<file path="config.mk">
export PLATFORM = sky130hd
export DESIGN_NAME = uart_rx_cmd_flat
export DESIGN_NICKNAME = d
export VERILOG_FILES = /design/src/rtl/uart_pkg.sv /design/src/rtl/uart_rx_cmd_if.sv /design/src/rtl/uart_cmd_dec.sv /design/src/rtl/uart_rx_cmd.sv /design/src/flat_wrapper.sv
export SDC_FILE = /design/constraint.sdc
export NUM_CORES = 1
export LEC_CHECK = 0
export CAP_MARGIN = 25
export CORE_UTILIZATION = 51
export DETAILED_ROUTE_END_ITERATION = 16
export PLACE_DENSITY = 0.74
export SLEW_MARGIN = 20
export SYNTH_ARGS = -nofsm -noshare
export SYNTH_HDL_FRONTEND = slang
export SYNTH_HIERARCHICAL = 1
export SYNTH_SLANG_ARGS = --single-unit
</file>
<file path="constraint.sdc">
create_clock -name clk -period 1.95 [get_ports clk]
set_clock_uncertainty 0.2 [all_clocks]
set_input_delay 0.39 -clock clk [delete_from_list [all_inputs] [get_ports clk]]
set_output_delay 0.39 -clock clk [all_outputs]
set_load 0.01 [all_outputs]
</file>
<file path="src/rtl/uart_pkg.sv">
// Shared UART definitions: receiver state encoding, baud divider calculation
// (also used by uart_tx) and the default command byte values.
package uart_pkg;

  localparam int DATA_W = 8;

  typedef enum logic [1:0] {
    IDLE  = 2'd0,
    START = 2'd1,
    DATA  = 2'd2,
    STOP  = 2'd3
  } state_t;

  localparam logic [DATA_W-1:0] CMD_LED  = 8'h31;
  localparam logic [DATA_W-1:0] CMD_BEEP = 8'h32;

  // Clock cycles per bit; integer division, so the rate error stays well
  // inside the 2% frame budget for common clock/baud pairs.
  function automatic int calc_baud_div(input int clk_freq, input int baud);
    return clk_freq / baud;
  endfunction

endpackage

</file>
<file path="src/rtl/uart_rx_cmd_if.sv">
// Serial input plus received-byte / command outputs of the UART receiver.
interface uart_rx_cmd_if;
  import uart_pkg::*;

  logic              rx;
  logic [DATA_W-1:0] dout;
  logic              dout_vld;
  logic              frame_err;
  logic              cmd_led;
  logic              cmd_beep;

  // Receiver side: consumes the line, drives byte and command outputs.
  modport master (
    input  rx,
    output dout, dout_vld, frame_err, cmd_led, cmd_beep
  );

  // Host side: drives the line, observes the outputs.
  modport slave (
    output rx,
    input  dout, dout_vld, frame_err, cmd_led, cmd_beep
  );

endinterface

</file>
<file path="src/rtl/uart_cmd_dec.sv">
// Registered command decoder: one-cycle pulse per recognised byte value,
// issued one clock after the byte strobe.
module uart_cmd_dec #(
  parameter int                 DATA_W   = 8,
  parameter logic [DATA_W-1:0]  CMD_LED  = 8'h31,
  parameter logic [DATA_W-1:0]  CMD_BEEP = 8'h32
) (
  input  logic              clk,
  input  logic              rst_n,
  input  logic [DATA_W-1:0] din,
  input  logic              din_vld,
  output logic              cmd_led,
  output logic              cmd_beep
);
  import uart_pkg::*;

  // Compare the byte against each command only while its strobe is high.
  always_ff @(posedge clk or negedge rst_n) begin
    if (!rst_n) begin
      cmd_led  <= 1'b0;
      cmd_beep <= 1'b0;
    end else begin
      cmd_led  <= din_vld && (din == CMD_LED);
      cmd_beep <= din_vld && (din == CMD_BEEP);
    end
  end

endmodule

</file>
<file path="src/rtl/uart_rx_cmd.sv">
// 8N1 UART receiver with mid-bit sampling, start/stop validation and a small
// command decoder. Outputs are aligned so dout, dout_vld and cmd_* coincide.
module uart_rx_cmd #(
  parameter int          CLK_FREQ = 50_000_000,
  parameter int          BAUD     = 115200,
  parameter logic [7:0]  CMD_LED  = uart_pkg::CMD_LED,
  parameter logic [7:0]  CMD_BEEP = uart_pkg::CMD_BEEP
) (
  input  logic         clk,
  input  logic         rst_n,
  uart_rx_cmd_if.master bus
);
  import uart_pkg::*;

  localparam int BAUD_DIV = calc_baud_div(CLK_FREQ, BAUD);
  localparam int BIT_HALF = BAUD_DIV / 2;
  localparam int CNT_W    = $clog2(BAUD_DIV);

  localparam logic [CNT_W-1:0] HALF_LAST = CNT_W'(BIT_HALF - 1);
  localparam logic [CNT_W-1:0] BIT_LAST  = CNT_W'(BAUD_DIV - 1);

  logic rx_p0, rx_p1, rx_p2;
  logic start_edge;

  state_t            state, state_nxt;
  logic [CNT_W-1:0]  baud_cnt, baud_cnt_nxt;
  logic [2:0]        bit_cnt, bit_cnt_nxt;
  logic              shift_en;
  logic              load_byte;
  logic              stop_bad;
  logic [DATA_W-1:0] shift;

  logic              vld_p0, err_p0;
  logic [DATA_W-1:0] byte_p0;
  logic              vld_p1, err_p1;
  logic [DATA_W-1:0] dout_p1;

  // Synchronizer and edge register; cleared to 0 so a line already low at
  // reset release is not mistaken for a start edge.
  always_ff @(posedge clk or negedge rst_n) begin
    if (!rst_n) begin
      rx_p0 <= 1'b0;
      rx_p1 <= 1'b0;
      rx_p2 <= 1'b0;
    end else begin
      rx_p0 <= bus.rx;
      rx_p1 <= rx_p0;
      rx_p2 <= rx_p1;
    end
  end

  assign start_edge = rx_p2 & ~rx_p1;

  // FSM state and counter registers.
  always_ff @(posedge clk or negedge rst_n) begin
    if (!rst_n) begin
      state    <= IDLE;
      baud_cnt <= '0;
      bit_cnt  <= '0;
    end else begin
      state    <= state_nxt;
      baud_cnt <= baud_cnt_nxt;
      bit_cnt  <= bit_cnt_nxt;
    end
  end

  // Next-state logic: half-bit wait to validate the start bit, then one full
  // bit period per data bit and for the stop bit.
  always_comb begin
    state_nxt    = state;
    baud_cnt_nxt = baud_cnt;
    bit_cnt_nxt  = bit_cnt;
    shift_en     = 1'b0;
    load_byte    = 1'b0;
    stop_bad     = 1'b0;
    case (state)
      IDLE: begin
        baud_cnt_nxt = '0;
        bit_cnt_nxt  = '0;
        if (start_edge) state_nxt = START;
      end
      START: begin
        if (baud_cnt == HALF_LAST) begin
          baud_cnt_nxt = '0;
          state_nxt    = rx_p1 ? IDLE : DATA;
        end else begin
          baud_cnt_nxt = baud_cnt + CNT_W'(1);
        end
      end
      DATA: begin
        if (baud_cnt == BIT_LAST) begin
          baud_cnt_nxt = '0;
          shift_en     = 1'b1;
          bit_cnt_nxt  = bit_cnt + 3'd1;
          if (bit_cnt == 3'd7) state_nxt = STOP;
        end else begin
          baud_cnt_nxt = baud_cnt + CNT_W'(1);
        end
      end
      STOP: begin
        if (baud_cnt == BIT_LAST) begin
          baud_cnt_nxt = '0;
          load_byte    = rx_p1;
          stop_bad     = ~rx_p1;
          state_nxt    = IDLE;
        end else begin
          baud_cnt_nxt = baud_cnt + CNT_W'(1);
        end
      end
      default: state_nxt = IDLE;
    endcase
  end

  // Data shift register, LSB first; a partial byte is simply overwritten.
  always_ff @(posedge clk) begin
    if (shift_en) shift[bit_cnt] <= rx_p1;
  end

  // ---- stage p0: frame result registered ----
  always_ff @(posedge clk or negedge rst_n) begin
    if (!rst_n) begin
      vld_p0  <= 1'b0;
      err_p0  <= 1'b0;
      byte_p0 <= '0;
    end else begin
      vld_p0 <= load_byte;
      err_p0 <= stop_bad;
      if (load_byte) byte_p0 <= shift;
    end
  end

  uart_cmd_dec #(
    .DATA_W   (DATA_W),
    .CMD_LED  (CMD_LED),
    .CMD_BEEP (CMD_BEEP)
  ) u_cmd_dec (
    .clk      (clk),
    .rst_n    (rst_n),
    .din      (byte_p0),
    .din_vld  (vld_p0),
    .cmd_led  (bus.cmd_led),
    .cmd_beep (bus.cmd_beep)
  );

  // ---- stage p1: delay byte outputs to line up with the decoder pulses ----
  always_ff @(posedge clk or negedge rst_n) begin
    if (!rst_n) begin
      vld_p1  <= 1'b0;
      err_p1  <= 1'b0;
      dout_p1 <= '0;
    end else begin
      vld_p1  <= vld_p0;
      err_p1  <= err_p0;
      dout_p1 <= byte_p0;
    end
  end

  assign bus.dout      = dout_p1;
  assign bus.dout_vld  = vld_p1;
  assign bus.frame_err = err_p1;

endmodule

</file>
<file path="src/flat_wrapper.sv">
// flat-port wrapper written by rule: the top's interface ports become plain ports
module uart_rx_cmd_flat import uart_pkg::*;
#(
  parameter int          CLK_FREQ = 50_000_000,
  parameter int          BAUD     = 115200,
  parameter logic [7:0]  CMD_LED  = uart_pkg::CMD_LED,
  parameter logic [7:0]  CMD_BEEP = uart_pkg::CMD_BEEP
)
  (clk, rst_n, bus_rx, bus_dout, bus_dout_vld, bus_frame_err, bus_cmd_led, bus_cmd_beep);
  uart_rx_cmd_if bus_i ();
  input  logic clk;
  input  logic rst_n;
  input wire logic [$bits(bus_i.rx)-1:0] bus_rx;
  output wire logic [$bits(bus_i.dout)-1:0] bus_dout;
  output wire logic [$bits(bus_i.dout_vld)-1:0] bus_dout_vld;
  output wire logic [$bits(bus_i.frame_err)-1:0] bus_frame_err;
  output wire logic [$bits(bus_i.cmd_led)-1:0] bus_cmd_led;
  output wire logic [$bits(bus_i.cmd_beep)-1:0] bus_cmd_beep;
  assign bus_i.rx = bus_rx;
  assign bus_dout = bus_i.dout;
  assign bus_dout_vld = bus_i.dout_vld;
  assign bus_frame_err = bus_i.frame_err;
  assign bus_cmd_led = bus_i.cmd_led;
  assign bus_cmd_beep = bus_i.cmd_beep;
  uart_rx_cmd #(.CLK_FREQ(CLK_FREQ), .BAUD(BAUD), .CMD_LED(CMD_LED), .CMD_BEEP(CMD_BEEP)) u_core (.clk(clk), .rst_n(rst_n), .bus(bus_i));
endmodule
</file>
# Yosys cells after proc, flatten, opt, wreduce, memory -nomap -nowiden
# Index checks and enable logic that the tools add are counted.
[word_totals] ff_bits=47 in_bits=3 out_inout_bits=12 wordCells=63
[classes] add_sub_neg=2 n_lt_le_gt_ge=2 eq_ne=13 mux=21 bitwise=2 n_reduce_logical=8
[op_table] op="one-hot mux 9 bit (3 select lines)" n=1
[op_table] op="two-way mux 9 bit" n=2
[op_table] op="equality test 8 x 6 -> 1 bit, second input constant" n=2
[op_table] op="two-way mux 2 bit" n=6
[op_table] op="!= test 2 x 1 -> 1 bit, second input constant" n=5
[op_table] op="adder 9 x 1 -> 9 bit, second input constant" n=1
[op_table] op="equality test 9 x 8 -> 1 bit, second input constant" n=1
[op_table] op="equality test 9 bit, second input constant" n=1
[op_table] op="bitwise mux 8 bit" n=1
[op_table] op="one-hot mux 2 bit (4 select lines)" n=1
[op_table] op="two-way mux 1 bit" n=7
[op_table] op="one-hot mux 3 bit (2 select lines)" n=1
[op_table] op="AND reduction 5 bit" n=1
[op_table] op="equality test 2 bit, second input constant" n=2
[op_table] op="< comparator 3 x 4 -> 1 bit, second input constant" n=1
[op_table] op="adder 3 x 1 -> 3 bit, second input constant" n=1
[op_table] op="demux 1 bit (select 3 bit)" n=1
[op_table] op="equality test 3 bit, second input constant" n=1
[op_table] op="greater-or-equal comparator 3 x 1 -> 1 bit, second input constant" n=1
[op_table] op="logical AND 1 bit" n=3
[op_table] op="two-way mux 3 bit" n=1
[op_table] op="equality test 2 x 1 -> 1 bit, second input constant" n=1
[op_table] op="zero test 2 bit" n=1
[op_table] op="AND reduction 2 bit" n=1
[op_table] op="4 further kinds" n=4

# Logic depth before layout (Yosys ltp)
# Gate-level depths: netlist of the first run.
[depth] ltp_word=5 ltp_mapped=5 depth_no_buf=5

# Hierarchy
# Netlist of the first run, hierarchy kept.
[by_module_without_submodules] module="uart_rx_cmd" instances=1 cells_each=142 area_each_um2=1830.5 seq_area_each_um2=1166.1
[by_module_without_submodules] module="uart_cmd_dec" instances=1 cells_each=7 area_each_um2=92.6 seq_area_each_um2=50.0

# Least setup slack after synthesis of the first run
# Ideal clock, no wire load.
[synth_timing] path_type="register to register" start="reg u_core.baud_cnt[1]" end="reg u_core.byte_p0[0]" setup_time_ps=125 arrival_ps=1608 required_ps=1625 setup_slack_ps=17 stages_incl_launch_ff=6 path_buffers=0 synth_period_minus_slack_ps=1933 cell_sequence="dfrtp_1 > inv_1 > ha_1 > nand4b_1 > nor3_4 > mux2_2"
[synth_via] elab_chain_cells=3
[synth_rtl] item="start, declared" line="uart_rx_cmd.sv:26" rtl="logic [CNT_W-1:0] baud_cnt, baud_cnt_nxt;"
[synth_rtl] item="start signal, assigned" line="uart_rx_cmd.sv:62" rtl="baud_cnt <= baud_cnt_nxt;"
[synth_rtl] item="equality test 9 bit" line="uart_rx_cmd.sv:101" rtl="if (baud_cnt == BIT_LAST) begin"
[synth_rtl] item="two-way mux 1 bit" line="uart_rx_cmd.sv:101"
[synth_rtl] item="two-way mux 1 bit" line="uart_rx_cmd.sv:76" rtl="case (state)"
[synth_rtl] item="via u_core.load_byte" line="uart_rx_cmd.sv:29" rtl="logic load_byte;"
[synth_rtl] item="end signal, assigned" line="uart_rx_cmd.sv:128" rtl="if (load_byte) byte_p0 <= shift;"
[synth_rtl] item="end, declared" line="uart_rx_cmd.sv:34" rtl="logic [DATA_W-1:0] byte_p0;"
# The timed path passes the listed nets, and every way through them passes these cells.
# A chain may end at the register's enable or synchronous reset.

# Final worst setup path of the first run
[layout_timing] start="reg u_core.baud_cnt[1]" end="reg u_core.shift[0], enable pin"
[layout_via] elab_chain_cells=3
[layout_rtl] item="equality test 9 bit" line="uart_rx_cmd.sv:91" rtl="if (baud_cnt == BIT_LAST) begin"
[layout_rtl] item="two-way mux 1 bit" line="uart_rx_cmd.sv:91"
[layout_rtl] item="two-way mux 1 bit" line="uart_rx_cmd.sv:76"
[layout_rtl] item="end signal, assigned by index" line="uart_rx_cmd.sv:116" rtl="if (shift_en) shift[bit_cnt] <= rx_p1;"
[layout_rtl] item="end, declared" line="uart_rx_cmd.sv:31" rtl="logic [DATA_W-1:0] shift;"
# No other way between the ends.

==> impl_metrics.toml, run 1 <==
[global_routing]
antenna_found_initial = 0
grt_pass1_vias = 1221
grt_remaining_overflow = 0
grt_max_degree = 40
grt_use_total_pct = 18.21
grt_pass1_wl_um = 5471

[timing]
max_freq_mhz = 531.9
timing.slew.headroom_pct = 67.99
finalHoldViolCount = 0
finalSetupViolations = 0
final.min_clock_period_ns = 1.880
finalCritPeriodShare_pct = 96.41
grt_setup_unrepaired = "true"
maxSlewViolCount = 0
tightest_slew_ns = 0.4802

[yosys]
avgSynthCellArea_um2 = 12.91
postSynthCellCount = 149
synth_ff_type = "dfrtp_1"
synthArstFlopShare_pct = 82.98
synth_edf_count = 8
synth_cell_type_count = 37
syn_area_um2 = 1923
synth_nets = 157
ys_ff_latch = 47
yosys_warnings = 6
ys_seq_area_share_pct = 63.24

[worst_setup_path]
crit_required_ns = 1.72
r2r-end = "u_core/shift[0]"
arrival_ns = 1.65
path_max_fanout = 4
startpoint_type = "flop"
reg2reg_from = "u_core/baud_cnt[1]"
reg2regPathDepth = 5
cp-end-kind = "flop"
worst-r2r-setup-slack_ns = 0.07
critical_path_class = "flop to flop"

[place]
routabilityCongestion = 0.8751
dp_hpwl_um = 2229
io_buffers = 14
place_inst = 216

[clock_network]
cts_sinks = 47
clock_latency_ns = 0.29
clk_path_buf_depth = 2
root_buffer = "clkbuf_8"
cts_tree = "built"
cts_buffers = 5
clkTransAtPathRegs_ns = 0.09
htree_num_levels = 2

[final_layout]
drive_gt1_share_pct = 21.98
final_nets = 189
area_growth_pct = 22.32
final_cell_mix = "dfrtp_1 (38), buf_4 (15), clkdlybuf4s50_1 (13)"
diodes = 0
final_cells = 228
final_util_pct = 67.82
layout_commonest_cell = "dfrtp_1"

[routing]
viasPerCell = 5.732
drt_iter0_markers = 79
drt-pass1-iter-count = 4
wire_per_inst_um = 14.35
route.vias.total = 1307
routed_wl_um = 3272
ant_nets = 0
drc = 0

[min_path]
holdPathStages = 0
min_to = "u_core/rx_p1"
min-delay-start = "u_core/rx_p0"
hold_path.class = "flop to flop"

[floorplan]
die-area_um2 = 4020
core_um2 = 3468
initial_core_util_pct = 55.45
row_count = 21
die_x_um = 63.41
fp.dieH_um = 63.41
ios = 15

[power]
power_density_nw_per_um2 = 866.3
peakVddDrop_mv = 0.4608
power_leakage_uw = 0.001008

[status]
outcome = "completed"

[flow_run]
maxCapViolations = 0
## power by group
part	leakage (µW)	internal, µW	switching, µW
clock	0.0000517	290	314
sequential	0.000598	1050	72.8
combinational	0.000358	154	151
total	0.00101	1500	539
## logic make-up (layout without fill, tap and decap cells)
group	count (synthesis)	in the layout	synth area share, %
flip-flops	47	47	63.24
multiplexers	9	9	5.270
AO/OA/AOI/OAI	20	20	6.767
buffers and inverters	9	42	1.887
adder cells (fa/ha/maj)	5	5	3.253
XOR/XNOR	3	3	1.367
AND/OR/NAND/NOR	56	56	18.22
## state kept, by name (all words and copies together) (netlist names), 3 cells and up, named ones only
signal,flops
u_core/bus.dout,8
u_core/baud_cnt,9
u_core/byte_p0,8
u_core/shift,8
u_core/bit_cnt,3
## worst max path at each step
stage / slack (ns) / to / cells after the start / from
after detailed placement: -0.004 / u_core/bit_cnt[1] / 6 / u_core/baud_cnt[1]
after floorplan: 0.02 / u_core/byte_p0[0] / 5 / u_core/baud_cnt[1]
final: 0.07 / u_core/shift[0] / 5 / u_core/baud_cnt[1]
after global routing: -0.02 / u_core/shift[0] / 5 / u_core/baud_cnt[1]
after global placement: 0.1 / u_core/bit_cnt[0] / 6 / u_core/baud_cnt[1]
after CTS: 0.01 / u_core/bit_cnt[1] / 6 / u_core/baud_cnt[1]
## critical path, cell delays in order (launching register included)
cell and delay [ns]:
dfrtp_1 0.39, inv_2 0.08, ha_4 0.13, and4b_1 0.32
nand3_1 0.18, nor4_1 0.25
## per-layer routing
layer / vias up / global-route usage, % / part of all wire (%)
met3: 6 / 5.616 / 5.2
li1: 610 / - / -
met5: - / 0 / 0
met4: 0 / 7.386 / 1.3
met1: 643 / 21.31 / 41
met2: 48 / 30.85 / 53
## synthesized netlist by cell type (all sizes together), types with 5 or more instances
master	instances	area, µm²
dfrtp	39	975.9
nand2	12	45.04
mux2	9	101.3
edfxtp	8	240.2
nand3	7	35.03
o21ai	6	33.78
ha	5	62.56
nor3	5	36.29
## repair_timing
| item | in CTS | in global routing |
|---|---|---|
| pin swaps | 0 | 3 |
| setup endpoints to repair | 3 | 16 |
| gates resized for setup | 0 | 6 |
| hold buffers | 1 | 0 |
| hold endpoints to repair | 39 | 0 |
| setup buffers | 2 | 1 |
## stage by stage
step / hold slack (ns) / total power (µW) / TNS (ns) / area, µm² / worst slack, ns
6_report: 0.1542 / 2038 / 0 / 2352 / 0.06992
5_1_grt: 0.1613 / 2155 / -0.03303 / 2352 / -0.02275
4_1_cts: 0.1552 / 2025 / 0 / 2323 / 0.01177
3_5_place_dp: 0.1426 / 1397 / -0.003956 / 2201 / -0.003956
3_3_place_gp: 0.1357 / 1381 / 0 / 2201 / 0.09709
2_1_floorplan: -0.1056 / 1299 / 0 / 1923 / 0.01714
## cell type report
class	instances	area, µm²
Fill cell	256	1116
Multi-Input combinational cell	93	690.7
Inverter	3	11.26
Sequential cell	47	1217
Timing Repair Buffer	31	277.8
Tap cell	46	57.56
Clock buffer	6	82.58
Clock inverter	2	15.01
Note: power is estimated with default switching activity, not from simulation.
==> inputs of run 2 (changes only) <==
--- a/config.mk
+++ b/config.mk
@@ -8,7 +8,7 @@
 export CAP_MARGIN = 25
 export CORE_UTILIZATION = 51
 export DETAILED_ROUTE_END_ITERATION = 16
-export PLACE_DENSITY = 0.74
+export PLACE_DENSITY = 0.82
 export SLEW_MARGIN = 20
 export SYNTH_ARGS = -nofsm -noshare
 export SYNTH_HDL_FRONTEND = slang
==> run 2 against run 1 <==
Clock-buffer cell count decreased by 1. Register-to-register slack got worse by 0.02 ns. Clock power increased by 16%. Die area stayed put. Sequential power about the same. Core utilization rose by 1.0 points. Worst setup slack got worse by 0.020 ns. Flip-flop and latch count unchanged. Largest power group unchanged. Routed wire length rose by 3.4%. Global-route usage up 1.1 points. Non-clock buffer count unchanged. Critical path type unchanged.
==> impl_metrics.toml, run 2 (synthesized netlist as in run 1, its figures left out) <==
[global_routing]
grt_pass1_vias = 1318
antenna_found_initial = 0
grt_max_degree = 22
grt_remaining_overflow = 0
grt_pass1_wl_um = 5740
grt_use_total_pct = 19.31

[clock_network]
clkTransAtPathRegs_ns = 0.09
cts_buffers = 5
htree_num_levels = 2
clock_latency_ns = 0.30
root_buffer = "clkbuf_8"
cts_sinks = 47
cts_tree = "built"
clk_path_buf_depth = 2

[timing]
fin_ws_ns = 0.05018
finalSetupViolations = 0
maxSlewViolCount = 0
timing.slew.headroom_pct = 68.12
tightest_slew_ns = 0.4781
finalCritPeriodShare_pct = 97.43
final.min_clock_period_ns = 1.900
grt_setup_unrepaired = "true"
max_freq_mhz = 526.4
finalHoldViolCount = 0

[worst_setup_path]
arrival_ns = 1.86
path_max_fanout = 5
worst-r2r-setup-slack_ns = 0.05
critical_path_class = "flop to flop"
startpoint_type = "flop"
cp-end-kind = "flop"
crit_required_ns = 1.91

[routing]
drt_iter0_markers = 89
routed_wl_um = 3383
drt-pass1-iter-count = 4
wire_per_inst_um = 14.84
ant_nets = 0
route.vias.total = 1292
viasPerCell = 5.667
drc = 0

[status]
outcome = "completed"

[power]
power_leakage_uw = 0.001016
peakVddDrop_mv = 0.5372
p_int_uw = 1602
power_switching_uw = 545.5
clkPwrFrac_pct = 32.8
pwr-share-seq_pct = 51.9
p_sw_share_pct = 25.40
power_density_nw_per_um2 = 899.1
comb_power_share_pct = 15.3

[final_layout]
area_growth_pct = 24.20
top_register = "u_core/baud_cnt"
layout_commonest_cell = "dfrtp_1"
final_cell_mix = "dfrtp_1 (38), buf_4 (13), clkdlybuf4s50_1 (13)"
final_util_pct = 68.87
final_nets = 189
fillers = 256
largest_register_ffs = 9
drive_gt1_share_pct = 21.98
diodes = 0

[floorplan]
core_um2 = 3468
die_x_um = 63.41
die-area_um2 = 4020
ios = 15
initial_core_util_pct = 55.45
row_count = 21
fp.dieH_um = 63.41

[place]
preCtsSetupSlack_ns = 0.05319
routabilityCongestion = 0.8818
io_buffers = 14
dp_hpwl_um = 2386

[min_path]
hold_path.class = "flop to flop"

[flow_run]
maxCapViolations = 0
run 2: worst paths after layout:
check,start,to,depth (start not counted)
worst min register to register,u_core/rx_p0,u_core/rx_p1,0
worst min-delay path,u_core/rx_p0,u_core/rx_p1,0
min in group asynchronous,rst_n,u_core/bus.dout[4],2
worst max register to register,u_core/baud_cnt[0],u_core/state[0],6
worst max-delay path,u_core/baud_cnt[0],u_core/state[0],6
max in group asynchronous,rst_n,u_core/baud_cnt[7],3
run 2: critical path, cell delays in order (launching register included):
cell	delay [ns]
dfrtp_2	0.46
inv_1	0.07
ha_1	0.14
or4b_1	0.47
o21ai_2	0.19
buf_6	0.15
o211ai_1	0.09
run 2: power groups by stage:
stage | registers [µW] | logic, µW | clock network, µW
floorplan | 1110 | 186 | 0
global placement | 1120 | 275 | 0
detailed placement | 1130 | 286 | 0
CTS | 1110 | 289 | 727
global route | 1120 | 366 | 773
finish | 1120 | 328 | 704
run 2: layer usage:
metal  vias up  global-route usage [%]  share of wire (%)  wire (µm)
met5         -                       0                  0          0
met4         0                   10.51                2.4         80
met3         9                   5.616                5.4        183
met2        38                   33.91                 54       1843
met1       629                   20.61                 38       1276
li1        616                       -                  -          -
run 2: layout make-up:
cell class / instances / area (µm²) / share of cell area, %
clock buffers: 5 / 68.82 / 2.881
clock inverters: 3 / 46.29 / 1.938
inverters: 3 / 11.26 / 0.4715
multi-input cells: 93 / 693.2 / 29.02
flip-flops and latches: 47 / 1217 / 50.97
well taps: 46 / 57.56 / 2.410
repair buffers: 31 / 294.0 / 12.31
run 2: metrics by stage:
step           total power (µW)  setup TNS [ns]  hold slack (ns)  instance area, µm²  std cells
2_1_floorplan              1299               0          -0.1056                1923        149
3_3_place_gp               1396               0           0.1391                2221        217
3_5_place_dp               1411               0           0.1404                2221        217
4_1_cts                    2123               0           0.1634                2346        226
5_1_grt                    2263        -0.05454           0.1702                2389        228
6_report                   2148               0           0.1590                2389        228
run 2: what timing repair did:
| action | CTS | global route |
|---|---|---|
| hold endpoints to repair | 18 | 0 |
| endpoints found under the setup margin | 0 | 15 |
| hold buffers | 1 | 0 |
| gates resized for setup | 0 | 8 |
| setup buffers | 0 | 1 |
==> inputs of run 3 (changes only) <==
--- a/config.mk
+++ b/config.mk
@@ -8,6 +8,7 @@
 export CAP_MARGIN = 25
 export CORE_UTILIZATION = 51
 export DETAILED_ROUTE_END_ITERATION = 16
+export MAX_ROUTING_LAYER = met4
 export PLACE_DENSITY = 0.82
 export SLEW_MARGIN = 20
 export SYNTH_ARGS = -nofsm -noshare
==> run 3 against run 2 <==
The run now ends with setup timing left. Total power rose by 0.99%. Largest power group unchanged. Non-clock buffer count rose by 6. Highest routed layer unchanged. Routed wire length rose by 6.2%. Maximum frequency fell by 3.6%. Clock-buffer cell count did not move. Die area did not move. Worst setup slack got worse by 0.071 ns. Via count rose by 1.5%. Flip-flop and latch count did not move. Sequential share of layout area fell by 1.9 points. Critical path depth rose by 1. Final cell count rose by 2.6%.
==> impl_metrics.toml, run 3 (synthesized netlist as in run 1, its figures left out) <==
[place]
routabilityCongestion = 0.8842
dp_hpwl_um = 2417
preCtsSetupSlack_ns = -0.02937
io_buffers = 14

[status]
outcome = "finished with violations"
failed_checks = "setup timing"

[timing]
final.min_clock_period_ns = 1.971
maxSlewViolCount = 0
finalSetupViolations = 3
grt_setup_unrepaired = "true"
fin_ws_ns = -0.02087
finalCritPeriodShare_pct = 101.1
timing.slew.headroom_pct = 73.07
max_freq_mhz = 507.4
tightest_slew_ns = 0.4039
finalHoldViolCount = 0
finalSetupTns_ns = -0.05540

[power]
power_leakage_uw = 0.001057
peakVddDrop_mv = 0.6319
report.power.total_uw = 2169
power_density_nw_per_um2 = 874.6

[routing]
drt-pass1-iter-count = 4
routed_wl_um = 3592
wire_per_inst_um = 15.35
drc = 0
drt_iter0_markers = 88
viasPerCell = 5.603
ant_nets = 0
route.vias.total = 1311

[floorplan]
core_um2 = 3468
row_count = 21
die_x_um = 63.41
initial_core_util_pct = 55.45
fp.dieH_um = 63.41
die-area_um2 = 4020
ios = 15

[worst_setup_path]
arrival_ns = 1.96
critical_path_class = "flop to flop"
cp-end-kind = "flop"
startpoint_type = "flop"
crit_required_ns = 1.94
path_max_fanout = 4

[clock_network]
htree_num_levels = 2
clkTransAtPathRegs_ns = 0.09
cts_tree = "built"
clk_path_buf_depth = 2
cts_sinks = 47
root_buffer = "clkbuf_8"
clock_latency_ns = 0.30
cts_buffers = 5

[global_routing]
grt_pass1_wl_um = 5920
grt_pass1_vias = 1271
grt_use_total_pct = 20.02
grt_max_degree = 25
grt_remaining_overflow = 0
antenna_found_initial = 0

[flow_run]
maxCapViolations = 0

[final_layout]
final_cell_mix = "dfrtp_1 (38), buf_4 (17), clkdlybuf4s50_1 (13)"
diodes = 0
largest_register_ffs = 9
fillers = 250
multi_input_area_um2 = 726.9
drive_gt1_share_pct = 26.60
area_growth_pct = 28.95
regArea_um2 = 1217
final_nets = 195
layout_commonest_cell = "dfrtp_1"
top_register = "u_core/baud_cnt"

[min_path]
hold_path.class = "flop to flop"
-- run 3: per-stage QoR --
| step | util [%] | instances | area, µm² | hold WS [ns] |
|---|---|---|---|---|
| floorplan | - | 149 | 1923 | -0.1056 |
| detailed placement | 64.47 | 219 | 2236 | 0.1379 |
| CTS | 68.43 | 230 | 2374 | 0.1592 |
| global route | 71.50 | 234 | 2480 | 0.1620 |
| global placement | 64.47 | 219 | 2236 | 0.1253 |
| finish | 71.50 | 234 | 2480 | 0.1582 |
-- run 3: layout make-up --
cell class,count,share of cell area [%]
well taps,46,2.321
clock inverters,3,1.766
clock buffers,5,2.775
flip-flops and latches,47,49.09
multi-input cells,93,29.31
repair buffers,37,14.28
inverters,3,0.4541
-- run 3: routing by layer --
layer  track usage [%]  wire (µm)  vias up  part of all wire [%]
met5                 -          0        -                     0
met4             5.966         27        0                  0.75
met3             4.891        120        4                   3.3
met2             34.57       1981       35                    55
met1             22.87       1464      651                    41
li1                  -          -      621                     -
-- run 3: critical path, cell delays in order, from the launching register on --
cell and delay (ns):
dfrtp_1 0.40, inv_2 0.09, ha_4 0.13, nand4b_1 0.15, buf_4 0.18, nor3_4 0.22
clkbuf_16 0.20, mux2_4 0.29
-- run 3: what timing repair did --
action	4_1_cts	5_1_grt
hold buffers	1	0
hold endpoints to repair	15	0
cloned	0	2
setup endpoints to repair	3	25
pin swaps	1	2
buffers inserted	2	2
gates resized for setup	0	17
-- run 3: final timing paths --
check                           depth (start not counted)  slack (ns)          startpoint              endpoint
worst max register to register                          7       -0.02  u_core/baud_cnt[1]     u_core/byte_p0[2]
worst max-delay path                                    7       -0.02  u_core/baud_cnt[1]     u_core/byte_p0[2]
max in group asynchronous                               3        0.75               rst_n    u_core/baud_cnt[2]
min in group asynchronous                               2        0.35               rst_n     u_core/byte_p0[7]
worst min register to register                          0        0.16       u_core/err_p0  u_core/bus.frame_err
worst min-delay path                                    0        0.16       u_core/err_p0  u_core/bus.frame_err
-- run 3: power breakdown --
| group | switching [µW] | internal [µW] | leakage (µW) |
|---|---|---|---|
| Sequential | 61.3 | 1050 | 0.000598 |
| Combinational | 181 | 170 | 0.000401 |
| Clock | 320 | 382 | 0.0000581 |
| Total | 563 | 1610 | 0.00106 |
